**src/rtl/status_flags.sv**
```systemverilog
// status_flags: 6502 P register with NMI/IRQ sampling; `define DECIMAL_EN keeps the D flag (else 2A03-style, D=0)
module status_flags (
  input  logic       CLK,
  input  logic       RST_N,
  input  logic       RDY,
  input  logic       ALU_C,
  input  logic       ALU_V,
  input  logic       ALU_Z,
  input  logic       ALU_N,
  input  logic       LOAD_C,
  input  logic       LOAD_V,
  input  logic       LOAD_ZN,
  input  logic       BIT_OP,
  input  logic       PLP,
  input  logic [7:0] DI,
  input  logic       SEC,
  input  logic       CLC,
  input  logic       SED,
  input  logic       CLD,
  input  logic       SEI,
  input  logic       CLI,
  input  logic       CLV,
  input  logic       INT_TAKE,
  input  logic       PUSH_B,
  input  logic       NMI_N,
  input  logic       IRQ_N,
  output logic [7:0] P,
  output logic       D_FLAG,
  output logic       INT_REQ,
  output logic       INT_NMI
);
  logic c, z, i, v, n, d;
  logic c_nx, z_nx, i_nx, v_nx, n_nx;
  logic nmi_s1, nmi_s, irq_s1, irq_s, nmi_prev, nmi_pend;
  logic nmi_fall, irq_act;
  always_comb begin
    c_nx = PLP ? DI[0] : SEC ? 1'b1 : CLC ? 1'b0 : LOAD_C ? ALU_C : c;
    z_nx = PLP ? DI[1] : (BIT_OP | LOAD_ZN) ? ALU_Z : z;
    i_nx = INT_TAKE ? 1'b1 : PLP ? DI[2] : SEI ? 1'b1 : CLI ? 1'b0 : i;
    v_nx = PLP ? DI[6] : CLV ? 1'b0 : BIT_OP ? DI[6] : LOAD_V ? ALU_V : v;
    n_nx = PLP ? DI[7] : BIT_OP ? DI[7] : LOAD_ZN ? ALU_N : n;
  end
  always_ff @(posedge CLK or negedge RST_N)
    if (!RST_N) begin
      {c, z, v, n} <= 4'b0;
      i <= 1'b1;
    end else if (RDY) begin
      {c, z, i, v, n} <= {c_nx, z_nx, i_nx, v_nx, n_nx};
    end
`ifdef DECIMAL_EN
  logic unused_di;
  assign unused_di = ^DI[5:4];
  always_ff @(posedge CLK or negedge RST_N)
    if (!RST_N) d <= 1'b0;
    else if (RDY) d <= PLP ? DI[3] : SED ? 1'b1 : CLD ? 1'b0 : d;
`else
  logic unused_dec;
  assign unused_dec = ^{DI[5:3], SED, CLD};
  assign d = 1'b0;
`endif
  // NMI edge capture runs regardless of RDY; only the acknowledge is stalled
  assign nmi_fall = nmi_prev & ~nmi_s;
  always_ff @(posedge CLK or negedge RST_N)
    if (!RST_N) begin
      {nmi_s1, nmi_s, irq_s1, irq_s, nmi_prev} <= 5'b11111;
      nmi_pend <= 1'b0;
    end else begin
      {nmi_s1, nmi_s} <= {NMI_N, nmi_s1};
      {irq_s1, irq_s} <= {IRQ_N, irq_s1};
      nmi_prev <= nmi_s;
      nmi_pend <= nmi_fall | (nmi_pend & ~(RDY & INT_TAKE));
    end
  assign irq_act = ~irq_s & ~i;
  assign P       = {n, v, 1'b1, PUSH_B, d, i, z, c};
  assign D_FLAG  = d;
  assign INT_REQ = nmi_pend | irq_act;
  assign INT_NMI = nmi_pend;
endmodule

```
**config.mk**
```make
export PLATFORM = sky130hd
export DESIGN_NAME = status_flags
export DESIGN_NICKNAME = d
export VERILOG_FILES = /design/src/rtl/status_flags.sv
export SDC_FILE = /design/constraint.sdc
export NUM_CORES = 1
export LEC_CHECK = 0
export ABC_CLOCK_PERIOD_IN_PS = 2340
export CAP_MARGIN = 20
export CORE_MARGIN = 2
export CORE_UTILIZATION = 34
export DETAILED_ROUTE_END_ITERATION = 7
export PLACE_DENSITY = 0.83
export SLEW_MARGIN = 0
export SYNTH_ARGS = -nofsm -noshare
export SYNTH_HDL_FRONTEND = slang
export SYNTH_SLANG_ARGS = --single-unit
```
**constraint.sdc**
```tcl
create_clock -name CLK -period 2.34 [get_ports CLK]
set_input_delay 0.585 -clock CLK [delete_from_list [all_inputs] [get_ports CLK]]
set_output_delay 0.585 -clock CLK [all_outputs]
set_load 0.01 [all_outputs]
```
==> reports/metrics.cfg, run 1 <==
[synthesis]
synthTopCellsByCount = buf_4 (9), nand2_1 (7), o21ai_0 (7)
synth-edff-count = 0
avgSynthCellArea_sq_um = 10.4
yosys-top-cells-area = dfstp_2 (29%), dfrtp_1 (23%), buf_4 (12%)
syn_inst = 53
synth_largest_area_cell = dfstp_2
synth.distinct_cells = 20
ys_seq_area_share_pct = 51.1
yosysWarnings = 0
ys_ff_latch = 11
synth_most_common_cell = buf_4
synth_flop_cell = dfstp_2
synthArstFlopShare_pct = 100
synthDominantCellAreaShare_pct = 28.5
syn_area_sq_um = 553

[detailed_routing]
drc = 0
postRouteAntennaNets = 0
wl_per_cell_microns = 10.6
wirelength_microns = 1020
firstDrtPassIters = 2
drtIter0Drc = 1
num_vias = 456
via_per_inst = 4.75

[place]
place_inst = 92
io_buffers = 31
gp_congestion = 0.664
hpwl_microns = 885

[floorplanning]
core_sq_um = 1520
start_util_pct = 36.3
io_pins = 42
die_h_microns = 44.3
design.die.area_sq_um = 1970
std_cell_rows = 14
die_w_microns = 44.3

[sta]
final.min_clock_period_ns = 1.94
clock.fmax_ghz = 0.515
finalHoldViolCount = 0
tns_ns = 0
slew_viol_final = 0
finalSetupViolations = 0
period_share_pct = 82.9
skew_ns = 0.00677
rsz0062_at_grt = false

[power]
p_seq_share_pct = 48.4
p_sw_share_pct = 23.0
p_clk_share_pct = 26.9
internal_power_w = 0.000351
max-vdd-ir-drop_uv = 291
total_power_w = 0.000456
power-per-cell-area_nw_per_um2 = 542
p_leak_nw = 0.342
switching_power_w = 0.000105
comb_power_share_pct = 24.8

[clock_network]
post_cts_buffers = 0
cts_resized = 0
cts_tree = built
cts_max_path_buffers = 2
cts.sinks = 11
clock-root-buffer = clkbuf_4
clock_latency_ns = 0.26
cts_buffers = 3
path_clk_slew_ns = 0.07
postCtsHoldBufs = 0
cts_htree_levels = 1

[final_layout]
nets = 112
diodes = 0
synthToLayoutAreaGrowth_pct = 52.3
layout.cells.non_filler = 96
drive_gt1_share_pct = 13.8

[run_status]
outcome = finished clean

[global_route]
grt_max_degree = 12
grt_first_pass_wirelength_microns = 1680
antenna_found_initial = 0
first_global_vias = 437
overflow = 0
grt_use_total_pct = 12.2

[worst_setup_path]
crit_fanout = 3
cp-start-kind = flop
r2r_cells = 2
required_ns = 1.75
crit_path_end_kind = output port
critPathArrivalTime_ns = 1.36
critPathKind = flop to output port

[job]
maxCapViolations = 0

[min_path]
worstHoldPathType = flop to flop
hold_depth = 0

-- logic make-up after synthesis --
| family | after synthesis | synth area share (%) |
|---|---|---|
| simple gates | 12 | 10.6 |
| other cells | 2 | 1.36 |
| buf+inv | 11 | 14.9 |
| flops | 11 | 51.1 |
| mux | 2 | 3.85 |
| compound gates | 15 | 18.1 |
-- placed cells by master, fill, tap and decap left out --
| master | synthesis | routed |
|---|---|---|
| o31ai_1 | 3 | 3 |
| clkdlybuf4s50_1 | 0 | 31 |
| nor2b_1 | 2 | 2 |
| mux2i_1 | 1 | 1 |
| nand2_1 | 7 | 7 |
| inv_1 | 1 | 1 |
| o41a_1 | 1 | 1 |
| a22o_1 | 1 | 1 |
| clkbuf_1 | 0 | 1 |
| o21ai_0 | 7 | 7 |
| nand2b_1 | 1 | 1 |
| dfrtp_1 | 5 | 5 |
| clkbuf_4 | 0 | 3 |
| a31oi_1 | 1 | 1 |
| o41ai_1 | 1 | 1 |
| or4b_1 | 1 | 1 |
| nor2_1 | 1 | 1 |
| o21bai_1 | 1 | 1 |
| dfstp_2 | 6 | 6 |
| buf_4 | 9 | 1 |
| mux2_2 | 1 | 1 |
| conb_1 | 2 | 3 |
-- metal layers --
metal  share of wire [%]  wire length, microns  track usage [%]  vias up
met4                   0                     0             7.27        0
met5                   0                     0                0        -
li1                    -                     -                -      231
met1                  37                   381             12.6      201
met2                  52                   531             20.6       24
met3                  11                   108             4.90        0
-- power by group through the flow --
stage               Clock [W]  Sequential (W)  Combinational (W)
finish               0.000123        0.000221           0.000113
global route         0.000144        0.000223           0.000124
CTS                  0.000130        0.000221           0.000115
detailed placement          0        0.000224           0.000114
global placement            0        0.000223           0.000113
floorplan                   0        0.000222          0.0000550
-- critical path, stage by stage, from the launching register on --
cell and delay [ns]:
dfstp_2 0.55, o21bai_1 0.08, clkdlybuf4s50_1 0.47
-- final cells by class --
cell class	instances	area, sq um
fillers	145	682
repair buffers	32	318
flip-flops and latches	11	283
multi-input cells	32	191
clock buffers	4	26.3
well taps	16	20.0
inverters	1	3.75
-- per-stage QoR --
| stage | instance area [sq um] | hold slack [ns] | setup WS (ns) | util [%] |
|---|---|---|---|---|
| after detailed placement | 816 | 0.351 | 0.368 | 53.5 |
| after floorplan | 557 | 0.289 | 1.02 | - |
| after global placement | 816 | 0.346 | 0.365 | 53.5 |
| after CTS | 842 | 0.356 | 0.375 | 55.3 |
| final | 842 | 0.351 | 0.400 | 55.3 |
| after global routing | 842 | 0.362 | 0.337 | 55.3 |
-- worst paths after layout --
check	startpoint	end	slack (ns)
min reg2reg	irq_s1$_DFF_PN1_	irq_s$_DFF_PN1_	0.35
max in group asynchronous	RST_N	nmi_prev$_DFF_PN1_	1.35
min in group asynchronous	RST_N	v$_DFFE_PN0P_	0.64
max	i$_DFFE_PN1P_	INT_REQ	0.40
min	irq_s1$_DFF_PN1_	irq_s$_DFF_PN1_	0.35
max reg2reg	nmi_prev$_DFF_PN1_	INT_NMI$_DFF_PN0_	1.59
-- registers in the layout, summed over array words and instances, names as in the netlist --
name	flops
n	1
nmi_s	1
INT_NMI	1
irq_s1	1
irq_s	1
v	1
c	1
nmi_prev	1
i	1
nmi_s1	1
z	1
(Power assumes the default switching activity.)
==> inputs of run 2 (changes only) <==
--- a/config.mk
+++ b/config.mk
@@ -5,12 +5,12 @@
 export SDC_FILE = /design/constraint.sdc
 export NUM_CORES = 1
 export LEC_CHECK = 0
-export ABC_CLOCK_PERIOD_IN_PS = 2340
+export ABC_CLOCK_PERIOD_IN_PS = 2000
 export CAP_MARGIN = 20
 export CORE_MARGIN = 2
-export CORE_UTILIZATION = 34
+export CORE_UTILIZATION = 32
 export DETAILED_ROUTE_END_ITERATION = 7
-export PLACE_DENSITY = 0.83
+export PLACE_DENSITY = 0.79
 export SLEW_MARGIN = 0
 export SYNTH_ARGS = -nofsm -noshare
 export SYNTH_HDL_FRONTEND = slang
==> constraint.sdc (replaced) <==
create_clock -name CLK -period 2 [get_ports CLK]
set_input_delay 0.5 -clock CLK [delete_from_list [all_inputs] [get_ports CLK]]
set_output_delay 0.5 -clock CLK [all_outputs]
set_load 0.01 [all_outputs]
==> run 2 against run 1 <==
Compared with the run above: non-clock buffer count increased by 1; flip-flop and latch count unchanged; clock-buffer cell count unchanged; sequential power increased by 17%; combinational power increased by 19%; worst hold slack improved by 0.0044 ns; die area increased by 5.7%; critical path type unchanged; critical endpoint unchanged; highest routed layer is now met4.
==> reports/metrics.cfg, run 2 (synthesized netlist as in run 1, its figures left out) <==
[clock_network]
cts_tree = built
clock-root-buffer = clkbuf_4
cts_max_path_buffers = 2
post_cts_buffers = 0
cts.sinks = 11
cts_buffers = 3
postCtsHoldBufs = 0
clock_latency_ns = 0.25
cts_resized = 0
path_clk_slew_ns = 0.06
cts_htree_levels = 1

[sta]
period_share_pct = 91.9
skew_ns = 0.000614
finalSetupViolations = 0
rsz0062_at_grt = false
final.min_clock_period_ns = 1.84
tns_ns = 0
clock.fmax_ghz = 0.544
slew_viol_final = 0
timing.final.ws_setup_ns = 0.162
finalHoldViolCount = 0

[worst_setup_path]
required_ns = 1.50
critPathArrivalTime_ns = 1.34
crit_path_end_kind = output port
slowest_delay_ns = 0.54
cp-start-kind = flop
crit_path_cell_trace = o21bai_1, clkdlybuf4s50_1
crit_fanout = 3
critPathKind = flop to output port
cp_slowest_cell = dfstp_2

[detailed_routing]
postRouteAntennaNets = 0
wirelength_microns = 1090
num_vias = 462
drtIter0Drc = 2
firstDrtPassIters = 2
via_per_inst = 4.71
drc = 0
wl_per_cell_microns = 11.2

[final_layout]
diodes = 0
multi_input_area_sq_um = 191
fillers = 168
final_util_pct = 50.9
nets = 113
seq_area_sq_um = 283
synthToLayoutAreaGrowth_pct = 53.8
layout.cells.non_filler = 98
drive_gt1_share_pct = 14.8
final_common_cell = clkdlybuf4s50_1
layout_common_cells = clkdlybuf4s50_1 (31), nand2_1 (7), o21ai_0 (7)

[global_route]
grt_use_total_pct = 11.0
first_global_vias = 406
grt_max_degree = 12
grt_first_pass_wirelength_microns = 1580
overflow = 0
antenna_found_initial = 0

[floorplanning]
die_w_microns = 45.6
die_h_microns = 45.6
start_util_pct = 33.1
std_cell_rows = 15
core_sq_um = 1670
design.die.area_sq_um = 2080
io_pins = 42

[place]
place_inst = 94
dp_slack_ns = 0.139
io_buffers = 31
gp_congestion = 0.664

[min_path]
worstHoldPathType = flop to flop

[power]
max-vdd-ir-drop_uv = 352
p_leak_nw = 0.346
power-per-cell-area_nw_per_um2 = 626

[run_status]
outcome = finished clean

[job]
maxCapViolations = 0

## run 2: cell types whose count changed in the layout (fill, tap and decap cells not counted), sizes merged
cell  before  now
buf        1    2
## run 2: critical path, delay by kind of cell, from the launching register on
family	cells	cell delay, ns
buffers and inverters	1	0.47
DFF	1	0.54
AOI/OAI and AO/OA	1	0.07
## run 2: layout make-up
cell class,count,share of cell area [%]
clock buffers,4,3.09
inverters,1,0.441
multi-input cells,32,22.5
flip-flops and latches,11,33.2
well taps,17,2.50
repair buffers,33,38.2
## run 2: final timing paths
path	slack, ns	end	cells past startpoint	start
worst max-delay path	0.16	INT_REQ	2	i$_DFFE_PN1P_
max in group asynchronous	1.09	nmi_s1$_DFF_PN1_	1	RST_N
min in group asynchronous	0.57	z$_DFFE_PN0P_	1	RST_N
worst min-delay path	0.35	irq_s$_DFF_PN1_	0	irq_s1$_DFF_PN1_
worst min register to register	0.35	irq_s$_DFF_PN1_	0	irq_s1$_DFF_PN1_
worst max register to register	1.23	INT_NMI$_DFF_PN0_	2	nmi_prev$_DFF_PN1_
## run 2: stage by stage
step / hold slack [ns] / power [W] / instance area [sq um]
global route: 0.366 / 0.000568 / 851
floorplan: 0.204 / 0.000325 / 557
finish: 0.355 / 0.000532 / 851
detailed placement: 0.347 / 0.000399 / 825
CTS: 0.356 / 0.000540 / 851
global placement: 0.347 / 0.000394 / 825
## run 2: layer usage
| layer | global-route usage [%] | routed length [microns] | up-vias |
|---|---|---|---|
| li1 | - | - | 227 |
| met1 | 11.0 | 399 | 211 |
| met5 | 0 | 0 | - |
| met4 | 5.29 | 12 | 0 |
| met3 | 4.37 | 104 | 2 |
| met2 | 19.7 | 576 | 22 |
## run 2: report_power, final
group | total, W | internal [W] | leakage, nW | switching, W
logic | 0.000135 | 0.0000877 | 0.209 | 0.0000476
registers | 0.000258 | 0.000248 | 0.122 | 0.0000106
clock network | 0.000139 | 0.0000768 | 0.0150 | 0.0000620
total | 0.000532 | 0.000412 | 0.346 | 0.000120
==> inputs of run 3 (changes only) <==
--- a/config.mk
+++ b/config.mk
@@ -9,9 +9,11 @@
 export CAP_MARGIN = 20
 export CORE_MARGIN = 2
 export CORE_UTILIZATION = 32
+export CTS_CLUSTER_SIZE = 30
 export DETAILED_ROUTE_END_ITERATION = 7
 export PLACE_DENSITY = 0.79
-export SLEW_MARGIN = 0
+export SKIP_LAST_GASP = 1
+export SLEW_MARGIN = 30
 export SYNTH_ARGS = -nofsm -noshare
 export SYNTH_HDL_FRONTEND = slang
 export SYNTH_SLANG_ARGS = --single-unit
==> results of run 3 <==
Final layout, timing and power as in run 2 (identical DEF).
